`src/rtl/keypad_scan.sv`:
```
// 4x4 keypad column scanner with per-tick debounce of press and release.
// Emits a one-cycle key_valid pulse and a key_down level per accepted key.
module keypad_scan #(
  parameter int unsigned DEBOUNCE = 4
) (
  input  logic       clk,
  input  logic       reset,
  input  logic       scan_tick,
  input  logic [3:0] row_n,
  output logic [3:0] col_n,
  output logic [3:0] key_code,
  output logic       key_valid,
  output logic       key_down
);

  typedef enum logic [1:0] {
    S_SCAN,
    S_DEB,
    S_PRESSED,
    S_RELEASE
  } state_t;

  localparam logic [7:0] DB = 8'(DEBOUNCE);

  state_t     state;
  logic [3:0] sync1;
  logic [3:0] rows_s;
  logic [3:0] pat;
  logic [1:0] col_idx;
  logic [1:0] row_idx;
  logic [7:0] cnt;
  logic [7:0] cnt_nxt;
  logic       fire;
  logic       one_hot;
  logic [1:0] hot_idx;
  logic [1:0] col_adv;

  function automatic logic [3:0] col_dec(input logic [1:0] c);
    logic [3:0] d;
    d = 4'b1110;
    case (c)
      2'd0: d = 4'b1110;
      2'd1: d = 4'b1101;
      2'd2: d = 4'b1011;
      2'd3: d = 4'b0111;
      default: d = 4'b1110;
    endcase
    return d;
  endfunction

  always_comb begin
    one_hot = 1'b1;
    hot_idx = 2'd0;
    unique case (1'b1)
      rows_s == 4'b1110: hot_idx = 2'd0;
      rows_s == 4'b1101: hot_idx = 2'd1;
      rows_s == 4'b1011: hot_idx = 2'd2;
      rows_s == 4'b0111: hot_idx = 2'd3;
      default:           one_hot = 1'b0;
    endcase
  end

  assign cnt_nxt = (cnt >= DB) ? cnt : cnt + 8'd1;
  assign col_adv = col_idx + 2'd1;

  always_ff @(posedge clk) begin
    if (reset) begin
      state     <= S_SCAN;
      sync1     <= 4'hF;
      rows_s    <= 4'hF;
      pat       <= 4'hF;
      col_idx   <= 2'd0;
      col_n     <= 4'b1110;
      row_idx   <= 2'd0;
      cnt       <= 8'd0;
      fire      <= 1'b0;
      key_code  <= 4'd0;
      key_valid <= 1'b0;
      key_down  <= 1'b0;
    end else begin
      sync1     <= row_n;
      rows_s    <= sync1;
      key_valid <= fire;
      fire      <= 1'b0;
      // Outputs follow the accepting tick by one clock.
      if (fire) begin
        key_code <= {row_idx, col_idx};
        key_down <= 1'b1;
      end
      if (scan_tick) begin
        case (state)
          S_SCAN: begin
            if (one_hot) begin
              pat     <= rows_s;
              row_idx <= hot_idx;
              cnt     <= 8'd1;
              state   <= S_DEB;
            end else begin
              col_idx <= col_adv;
              col_n   <= col_dec(col_adv);
            end
          end
          S_DEB: begin
            if (rows_s == pat) begin
              cnt <= cnt_nxt;
              if (cnt_nxt == DB) begin
                state <= S_PRESSED;
                fire  <= 1'b1;
              end
            end else begin
              state   <= S_SCAN;
              col_idx <= col_adv;
              col_n   <= col_dec(col_adv);
            end
          end
          S_PRESSED: begin
            if (rows_s == 4'hF) begin
              cnt   <= 8'd1;
              state <= S_RELEASE;
            end
          end
          S_RELEASE: begin
            if (rows_s == 4'hF) begin
              cnt <= cnt_nxt;
              if (cnt_nxt == DB) begin
                key_down <= 1'b0;
                col_idx  <= col_adv;
                col_n    <= col_dec(col_adv);
                state    <= S_SCAN;
              end
            end else begin
              state <= S_PRESSED;
            end
          end
          default: state <= S_SCAN;
        endcase
      end
    end
  end

endmodule

```
`config.mk`:
```
export PLATFORM = sky130hd
export DESIGN_NAME = keypad_scan
export DESIGN_NICKNAME = d
export VERILOG_FILES = /design/src/rtl/keypad_scan.sv
export SDC_FILE = /design/constraint.sdc
export NUM_CORES = 1
export LEC_CHECK = 0
export CORE_MARGIN = 2
export CORE_UTILIZATION = 40
export DETAILED_ROUTE_END_ITERATION = 7
export SLEW_MARGIN = 20
export SYNTH_ARGS = -nofsm -noshare
export SYNTH_HDL_FRONTEND = slang
export SYNTH_SLANG_ARGS = --single-unit
```
`constraint.sdc`:
```
create_clock -name clk -period 2.68 [get_ports clk]
set_clock_uncertainty 0.2 [all_clocks]
set_input_delay 0.536 -clock clk [delete_from_list [all_inputs] [get_ports clk]]
set_output_delay 0.536 -clock clk [all_outputs]
set_load 0.02 [all_outputs]
```
**After elaboration in Yosys (flattened, before gate mapping)**

Index checks and enable logic that the tools add are counted.

- Word-level logic and storage cells: 81
- Memories kept: 0
- ROM bits: 0
- Latch bits: 0
- Bits in registers: 37
- Output and inout bits: 10
- Memory bits (writable): 0
- Bits of input ports: 7

- $add $sub $neg: 2
- $lt $le $gt $ge: 1
- Multiply operators: 0
- Bitwise logic cells: 3
- Reductions and logical operators: 9
- Divide/modulo/power cells: 0
- Equal/unequal tests: 22
- Shifts and indexed selects: 0
- Multiplexer cells: 32

Operators with widths:

| operator | count |
|---|---|
| $mux W8 | 5 |
| $pmux W8 S4 | 1 |
| $mux W2 | 10 |
| $eq A4 B4 Y1 const B | 4 |
| $mux W4 | 4 |
| $pmux W4 S4 | 1 |
| $ne A2 B2 Y1 const B | 7 |
| $pmux W2 S3 | 2 |
| $pmux W4 S3 | 1 |
| $reduce_and A5 Y1 | 2 |
| $add A8 B1 Y8 const B | 1 |
| $eq A2 B2 Y1 const B | 4 |
| $eq A8 B3 Y1 const B | 1 |
| $ge A8 B3 Y1 const B | 1 |
| $pmux W2 S4 | 1 |
| $reduce_or A4 Y1 | 2 |
| $mux W1 | 7 |
| $ne A3 B3 Y1 const B | 2 |
| $reduce_and A6 Y1 | 1 |
| $eq A2 B1 Y1 const B | 2 |
| $eq A4 B3 Y1 const B | 1 |
| $eq A4 B4 Y1 | 1 |
| $logic_not A2 Y1 | 2 |
| $not A1 Y1 | 3 |
| 3 further kinds | 3 |

**Longest topological paths before layout**

Gate-level depths: netlist of run 1.

- Word-level depth: 7
- Depth in mapped cells: 7
- Gate-level depth less buffers: 7

**Worst setup path before layout of run 1**

OpenSTA, ideal clock, no wires.

- Kind: reg2reg
- From: register cnt[0]
- To: register col_idx[0]
- Slack: -0.108 ns
- Setup time: 0.121 ns
- Cell stages (with the launch flop): 8
- Period minus slack after synthesis: 2.788 ns
- Data required time: 2.359 ns
- Path buffers: 0
- Data arrival time: 2.466 ns
- Cells stage by stage: dfxtp_1 inv_1 ha_1 or4bb_1 a211o_1 a31o_1 a211oi_4 mux2_4

- Word-level cells in the longest chain between the ends: 5
- Elaborated cells on any way between the ends: 6
- Classes of those cells: 1 x add/sub; 1 x order compare; 2 x eq/ne; 1 x mux; 1 x reduce/logical

RTL lines:

| element | RTL line | text |
|---|---|---|
| start, declared | 31 | `logic [7:0] cnt;` |
| start signal, assigned | 105 | `cnt <= cnt_nxt;` |
| start signal, assigned | 124 | `cnt <= cnt_nxt;` |
| $add A8 B1 Y8 or $ge A8 B3 Y1 (tied branches) | 63 | `assign cnt_nxt = (cnt >= DB) ? cnt : cnt + 8'd1;` |
| $mux W8 (*) | 63 |  |
| $eq A8 B3 Y1 (*) | 125 | `if (cnt_nxt == DB) begin` |
| $ne A2 B2 Y1 (no line) (*) | n/a |  |
| $reduce_and A6 Y1 (no line) (*) | n/a |  |
| end signal, assigned | 99 | `col_idx <= col_adv;` |
| end signal, assigned | 112 | `col_idx <= col_adv;` |
| end signal, assigned | 127 | `col_idx <= col_adv;` |
| end, declared | 29 | `logic [1:0] col_idx;` |

Mark *: on every way between the ends. The rest lies on a longest branch, timed or not.
A chain may end at the register's enable or synchronous reset.

**Final worst setup path of run 1**

- From: register cnt[1]
- To: register col_n[0]

- Word-level cells in the longest chain between the ends: 5
- Elaborated cells on any way between the ends: 6
- Classes of those cells: 1 x add/sub; 1 x order compare; 2 x eq/ne; 1 x mux; 1 x reduce/logical

RTL lines:

| element | RTL line | text |
|---|---|---|
| $add A8 B1 Y8 or $ge A8 B3 Y1 (tied branches) | 63 |  |
| $mux W8 (*) | 63 |  |
| $eq A8 B3 Y1 (*) | 125 |  |
| $ne A2 B2 Y1 (no line) (*) | n/a |  |
| $reduce_and A6 Y1 (no line) (*) | n/a |  |
| end signal, assigned | 100 | `col_n <= col_dec(col_adv);` |
| end signal, assigned | 113 | `col_n <= col_dec(col_adv);` |
| end signal, assigned | 128 | `col_n <= col_dec(col_adv);` |
| end, declared | 10 | `output logic [3:0] col_n,` |

Marked as above.

==> results of run 1 <==
## area by class of cell
| class | instances | share of cell area (%) |
|---|---|---|
| clock inverter | 3 | 2.21 |
| timing repair buffer | 27 | 11.9 |
| clock buffer | 5 | 3.28 |
| tap | 50 | 2.98 |
| sequential | 37 | 35.4 |
| multi-input combinational | 126 | 43.0 |
| inverter | 7 | 1.25 |
## layer usage
layer  up-vias  wire [um]  global-route usage [%]
li1        666          -                       -
met4         0         51                    5.23
met2        28       1720                    24.6
met1       633       1570                    17.7
met3         7        121                    4.51
met5         -          0                       0
## cell usage in the layout, fill, tap and decap left out, types with 2 or more instances in the layout
master           synthesis  final
a21o_1                   2      2
a21oi_1                  7      7
a31o_2                   2      2
a31oi_1                  2      2
and2_1                   5      5
buf_4                    0      9
buf_6                    0      2
clkbuf_8                 0      5
clkdlybuf4s50_1          0     16
dfxtp_1                 37     35
dfxtp_2                  0      2
ha_1                     6      4
inv_1                    7      5
inv_2                    0      2
mux2_4                   2      2
mux2i_1                 11     11
nand2_1                  7      7
nand2b_1                 3      3
nand3_1                  5      5
nand3b_1                 4      4
nor2_1                  14     14
nor2b_1                  9      9
nor3_1                   3      3
nor4_1                   4      4
o211ai_1                 3      3
o21ai_0                  6      6
or2_2                    8      8
or4_1                    3      3
xnor2_1                  3      3
xor2_1                   4      4
## path summary, 6_finish.rpt
kind                                from  cells past startpoint        end
worst min register to register  sync1[0]                      1  rows_s[0]
worst max register to register    cnt[1]                      7   col_n[0]
worst max-delay path              cnt[1]                      7   col_n[0]
worst min-delay path            sync1[0]                      1  rows_s[0]
## kinds of logic (layout without fill, tap and decap cells)
| logic type | count (synthesis) | after routing |
|---|---|---|
| and+or+nand+nor | 68 | 68 |
| DFF | 37 | 37 |
| AOI/OAI and AO/OA | 32 | 32 |
| buffers and inverters | 19 | 42 |
| muxes | 13 | 13 |
| xor gates and xnor gates | 7 | 7 |
| adders and majority gates | 6 | 6 |
## power by group
| group | leakage [nW] | internal (mW) | switching (mW) |
|---|---|---|---|
| combinational | 0.471 | 0.0946 | 0.0947 |
| sequential | 0.303 | 0.574 | 0.0243 |
| clock | 0.0543 | 0.278 | 0.204 |
| total | 0.828 | 0.947 | 0.323 |
## state kept, by name (all words and copies together) (netlist names)
name       cells
cnt            8
col_n          4
key_code       4
pat            4
rows_s         4
sync1          4
col_idx        2
row_idx        2
state          2
fire           1
key_down       1
key_valid      1
## stage by stage
step	cell area, sq um	hold slack (ns)	setup TNS (ns)	util (%)	setup WS [ns]
2_1_floorplan	1700	0.189	0	-	0.0226
3_3_place_gp	1930	0.196	0	47.5	0.143
3_5_place_dp	1930	0.198	0	47.5	0.0667
4_1_cts	2040	0.218	0	50.4	0.0393
5_1_grt	2100	0.228	-0.130	51.7	-0.0400
6_report	2100	0.214	0	51.7	0.0154
## critical path, delay by kind of cell, from the launching register on
kind / cells / cell delay (ns)
simple gates: 1 / 0.49
flops: 1 / 0.35
compound gates: 3 / 0.89
mux: 1 / 0.33
buf+inv: 1 / 0.06
fa+ha+maj: 1 / 0.23
## repair_timing
action | 4_1_cts | 5_1_grt
endpoints found under the setup margin | 0 | 5
gates resized for setup | 0 | 8
setup buffers | 0 | 4
==> results.toml, run 1 <==
[logic_synthesis]
yosysTopAreaCell = "dfxtp_1"
ys_types = 38
synth_nets = 195
synthTopCellsByCount = "37 x dfxtp_1, 14 x nor2_1, 12 x clkbuf_1"
synth_mux_area_share_pct = 8.25
synth_seq_area_share_pct = 43.6
synth_top_family_by_area = "simple AND/OR/NAND/NOR gates"
synthAdderAreaFrac_pct = 4.42
synthSimpleGateAreaFrac_pct = 22.4
synth_xor_area_share_pct = 3.61
synth_top_area_share_pct = 43.6
synthTopCellsByArea = "dfxtp_1 44%, mux2i_1 6.5%, ha_1 4.4%"
synthCells = 182
syn_area_sq_um = 1700
ys.warnings.count = 0
yosysMostFrequentCell = "dfxtp_1"
synth-compound-area-share_pct = 13.5
synth_seq_cells = 37
async_reset_ff_share_pct = 0
ys.flop_type = "dfxtp_1"
avgSynthCellArea_sq_um = 9.34
synth_edf_count = 0

[run_status]
status = "finished, final reports clean"

[layout]
fin_cells = 255
regArea_sq_um = 743
multi_input_area_sq_um = 902
nNetsFinal = 217
area_growth_pct = 23.6
n_antenna_cell = 0
num-fill-cells = 364
drive_gt1_share_pct = 18.5

[setup_path]
crit_path_start_kind = "flip-flop"
worstPathArrival_ns = 2.64
crit_path_end_kind = "flip-flop"
cp.required_ns = 2.65
crit_chain = "inv_2 -> ha_4 -> or4bb_1 -> a211o_1 -> a31o_1 -> a211oi_4 -> mux2_4"
crit_fanout = 4
cpPeakStageDelay_ns = 0.49
r2r_slack_ns = 0.02
path_class = "flip-flop to flip-flop"
worst_path_max_delay_cell = "or4bb_1"

[routing]
vias = 1334
antenna_left = 0
via_per_inst = 5.23
drc = 0
drtIter0Drc = 73
wirelength_um = 3460
drt_pass1_iterations = 4
wl_per_cell_um = 13.6

[global_route]
overflow = 0
gr-usage-all-layers_pct = 14.6
grt_max_degree = 41
grt_pass1_wl_um = 5820
grt_pass1_vias = 1315
grt_antenna_before_repair = 0

[place]
dp_hpwl_um = 2390
port_buffers = 16
place_congestion = 0.893
dp_cells = 243

[power]
irDropWorstVdd_mv = 0.272
p_leak_nw = 0.828
powerDensity_nw_per_um2 = 605
power_mw = 1.27

[timing]
tightestPinTransition_ns = 0.511
rsz0062_at_grt = "yes"
slew_viol_final = 0
period_share_pct = 99.4
max_freq_mhz = 375
relSlewSlack_pct = 65.7
setup_viol = 0
fin_crit_ns = 2.66
final_hold_viol_count = 0

[min_path]
hp-class = "flip-flop to flip-flop"

[clock_network]
cts.path.max_buffers = 2
clock-sinks = 37
clk_pin_slew_ns = 0.08
htree_levels = 2
cts_buffers = 5
cts_root_buffer = "clkbuf_8"
holdBufCountCts = 0
cts_tree = "done"
clkLatencyLatePin_ns = 0.29

[floorplan]
die_w_um = 69.2
pin_count = 17
core_sq_um = 4060
initial_core_util_pct = 41.9
dieArea_sq_um = 4790
die_h_um = 69.2
rows = 23

[job]
maxCapViolCount = 0
No activity file was read; power rests on OpenSTA's default activity.
==> run 2, diff against run 1 <==
--- a/config.mk
+++ b/config.mk
@@ -6,9 +6,10 @@
 export NUM_CORES = 1
 export LEC_CHECK = 0
 export CORE_MARGIN = 2
-export CORE_UTILIZATION = 40
+export CORE_UTILIZATION = 50
 export DETAILED_ROUTE_END_ITERATION = 7
-export SLEW_MARGIN = 20
+export PLACE_DENSITY = 0.74
+export SLEW_MARGIN = 5
 export SYNTH_ARGS = -nofsm -noshare
 export SYNTH_HDL_FRONTEND = slang
 export SYNTH_SLANG_ARGS = --single-unit
==> run 2 against run 1 <==
Non-clock buffer count fell by 4. Final cell count is 3.1% lower. Utilization is 11 points higher. Worst setup slack improved by 0.046 ns. Register-to-register slack better by 0.05 ns. Clock-buffer cell count unchanged. Flip-flop and latch count stayed put. Fmax rose by 1.8%. Wire length shrank 1.2%. Via count increased by 1.4%. Worst hold slack improved by 0.0021 ns. Final area decreased by 1.8%. Largest power group unchanged. Highest routed layer unchanged.
==> results.toml, run 2 (synthesis results as in run 1) <==
[clock_network]
clk_pin_slew_ns = 0.12
cts_buffers = 5
cts_root_buffer = "clkbuf_4"
cts.path.max_buffers = 2
clock-sinks = 37
htree_levels = 2
clkLatencyLatePin_ns = 0.35
cts_tree = "done"
holdBufCountCts = 0

[layout]
layout_commonest_cell = "dfxtp_1"
area_growth_pct = 21.4
final_cell_mix = "35 x dfxtp_1, 16 x clkdlybuf4s50_1, 14 x nor2_1"
nNetsFinal = 213
fin_cells = 247
top_register = "cnt"
largest_reg_flops = 8
drive_gt1_share_pct = 16.9
fin_util_pct = 62.3
n_antenna_cell = 0
final_area_sq_um = 2060

[global_route]
grt_max_degree = 41
grt_pass1_wl_um = 5930
overflow = 0
grt_pass1_vias = 1342
gr-usage-all-layers_pct = 19.0
grt_antenna_before_repair = 0

[timing]
rsz0062_at_grt = "no"
relSlewSlack_pct = 46.5
slew_viol_final = 0
tns_ns = 0
fin_crit_ns = 2.62
tightestPinTransition_ns = 0.795
hold_ws_ns = 0.216
period_share_pct = 97.7
max_freq_mhz = 382
final_hold_viol_count = 0
setup_ws_ns = 0.0615
setup_viol = 0

[setup_path]
path_class = "flip-flop to flip-flop"
crit_path_start_kind = "flip-flop"
r2r-start = "cnt[0]"
cp-startpoint = "cnt[0]"
crit_path_end_kind = "flip-flop"
worst_path_max_delay_cell = "or4bb_1"
cp.required_ns = 2.72
crit_fanout = 3
worstPathArrival_ns = 2.66
cpPeakStageDelay_ns = 0.48
rr_worst_depth = 7
crit_chain = "inv_2 -> ha_4 -> or4bb_1 -> a211o_1 -> a31o_1 -> a211oi_4 -> mux2_4"

[power]
powerDensity_nw_per_um2 = 617
p_leak_nw = 0.811
irDropWorstVdd_mv = 0.313
power_mw = 1.27

[floorplan]
core_sq_um = 3310
rows = 21
pin_count = 17
dieArea_sq_um = 3880
die_w_um = 62.3
initial_core_util_pct = 51.3
die_h_um = 62.3

[routing]
wirelength_um = 3420
via_per_inst = 5.48
drt_pass1_iterations = 4
drtIter0Drc = 55
vias = 1353
drc = 0
wl_per_cell_um = 13.9
antenna_left = 0

[place]
dp_slack_ns = 0.0840
place_congestion = 0.797
dp_cells = 238
port_buffers = 16
placed_area_sq_um = 1920
dp_hpwl_um = 2370

[run_status]
status = "finished, final reports clean"

[min_path]
whs_path_depth = 1
hold_start = "sync1[2]"
hp-class = "flip-flop to flip-flop"

[job]
maxCapViolCount = 0
==> run 2: final timing paths <==
path	to	slack, ns
max	col_n[0]	0.06
min	rows_s[2]	0.22
max reg2reg	col_n[0]	0.06
min reg2reg	rows_s[2]	0.22
==> run 2: per-layer routing <==
layer  wire length, um  GRT usage, %  share of wire (%)  vias to the layer above
met4                65          6.94                1.9                        0
met3               153          5.25                4.5                        7
met1              1440          22.3                 42                      640
met5                 0             0                  0                        -
li1                  -             -                  -                      660
met2              1760          33.0                 51                       46
==> run 2: timing repair <==
item | in CTS | in global routing
buffers inserted | 0 | 1
setup endpoints to repair | 0 | 6
resized for setup | 0 | 8
==> run 2: final cells by class <==
| type | count | area, sq um |
|---|---|---|
| Timing Repair Buffer | 23 | 216 |
| Clock buffer | 5 | 37.5 |
| Tap cell | 46 | 57.6 |
| Multi-Input combinational cell | 126 | 912 |
| Sequential cell | 37 | 743 |
| Clock inverter | 3 | 68.8 |
| Inverter | 7 | 26.3 |
| Fill cell | 289 | 1250 |
==> run 2: report_power, final <==
group          leakage [nW]  internal, mW  switching, mW  total [mW]
Clock                0.0558         0.293          0.197       0.491
Combinational         0.452        0.0869         0.0959       0.183
Sequential            0.303         0.574         0.0252       0.599
Total                 0.811         0.955          0.318        1.27
==> run 2: critical path: cells and delay by family, from the launching register on <==
| kind | cells | cell delay [ns] |
|---|---|---|
| compound gates | 3 | 0.86 |
| simple gates | 1 | 0.48 |
| flops | 1 | 0.36 |
| mux | 1 | 0.33 |
| fa+ha+maj | 1 | 0.23 |
| buf+inv | 1 | 0.06 |
==> run 3, diff against run 2 <==
--- a/config.mk
+++ b/config.mk
@@ -5,6 +5,7 @@
 export SDC_FILE = /design/constraint.sdc
 export NUM_CORES = 1
 export LEC_CHECK = 0
+export CAP_MARGIN = 25
 export CORE_MARGIN = 2
 export CORE_UTILIZATION = 50
 export DETAILED_ROUTE_END_ITERATION = 7
==> results of run 3 <==
No change in the layout: final DEF, timing and power equal those of run 2.
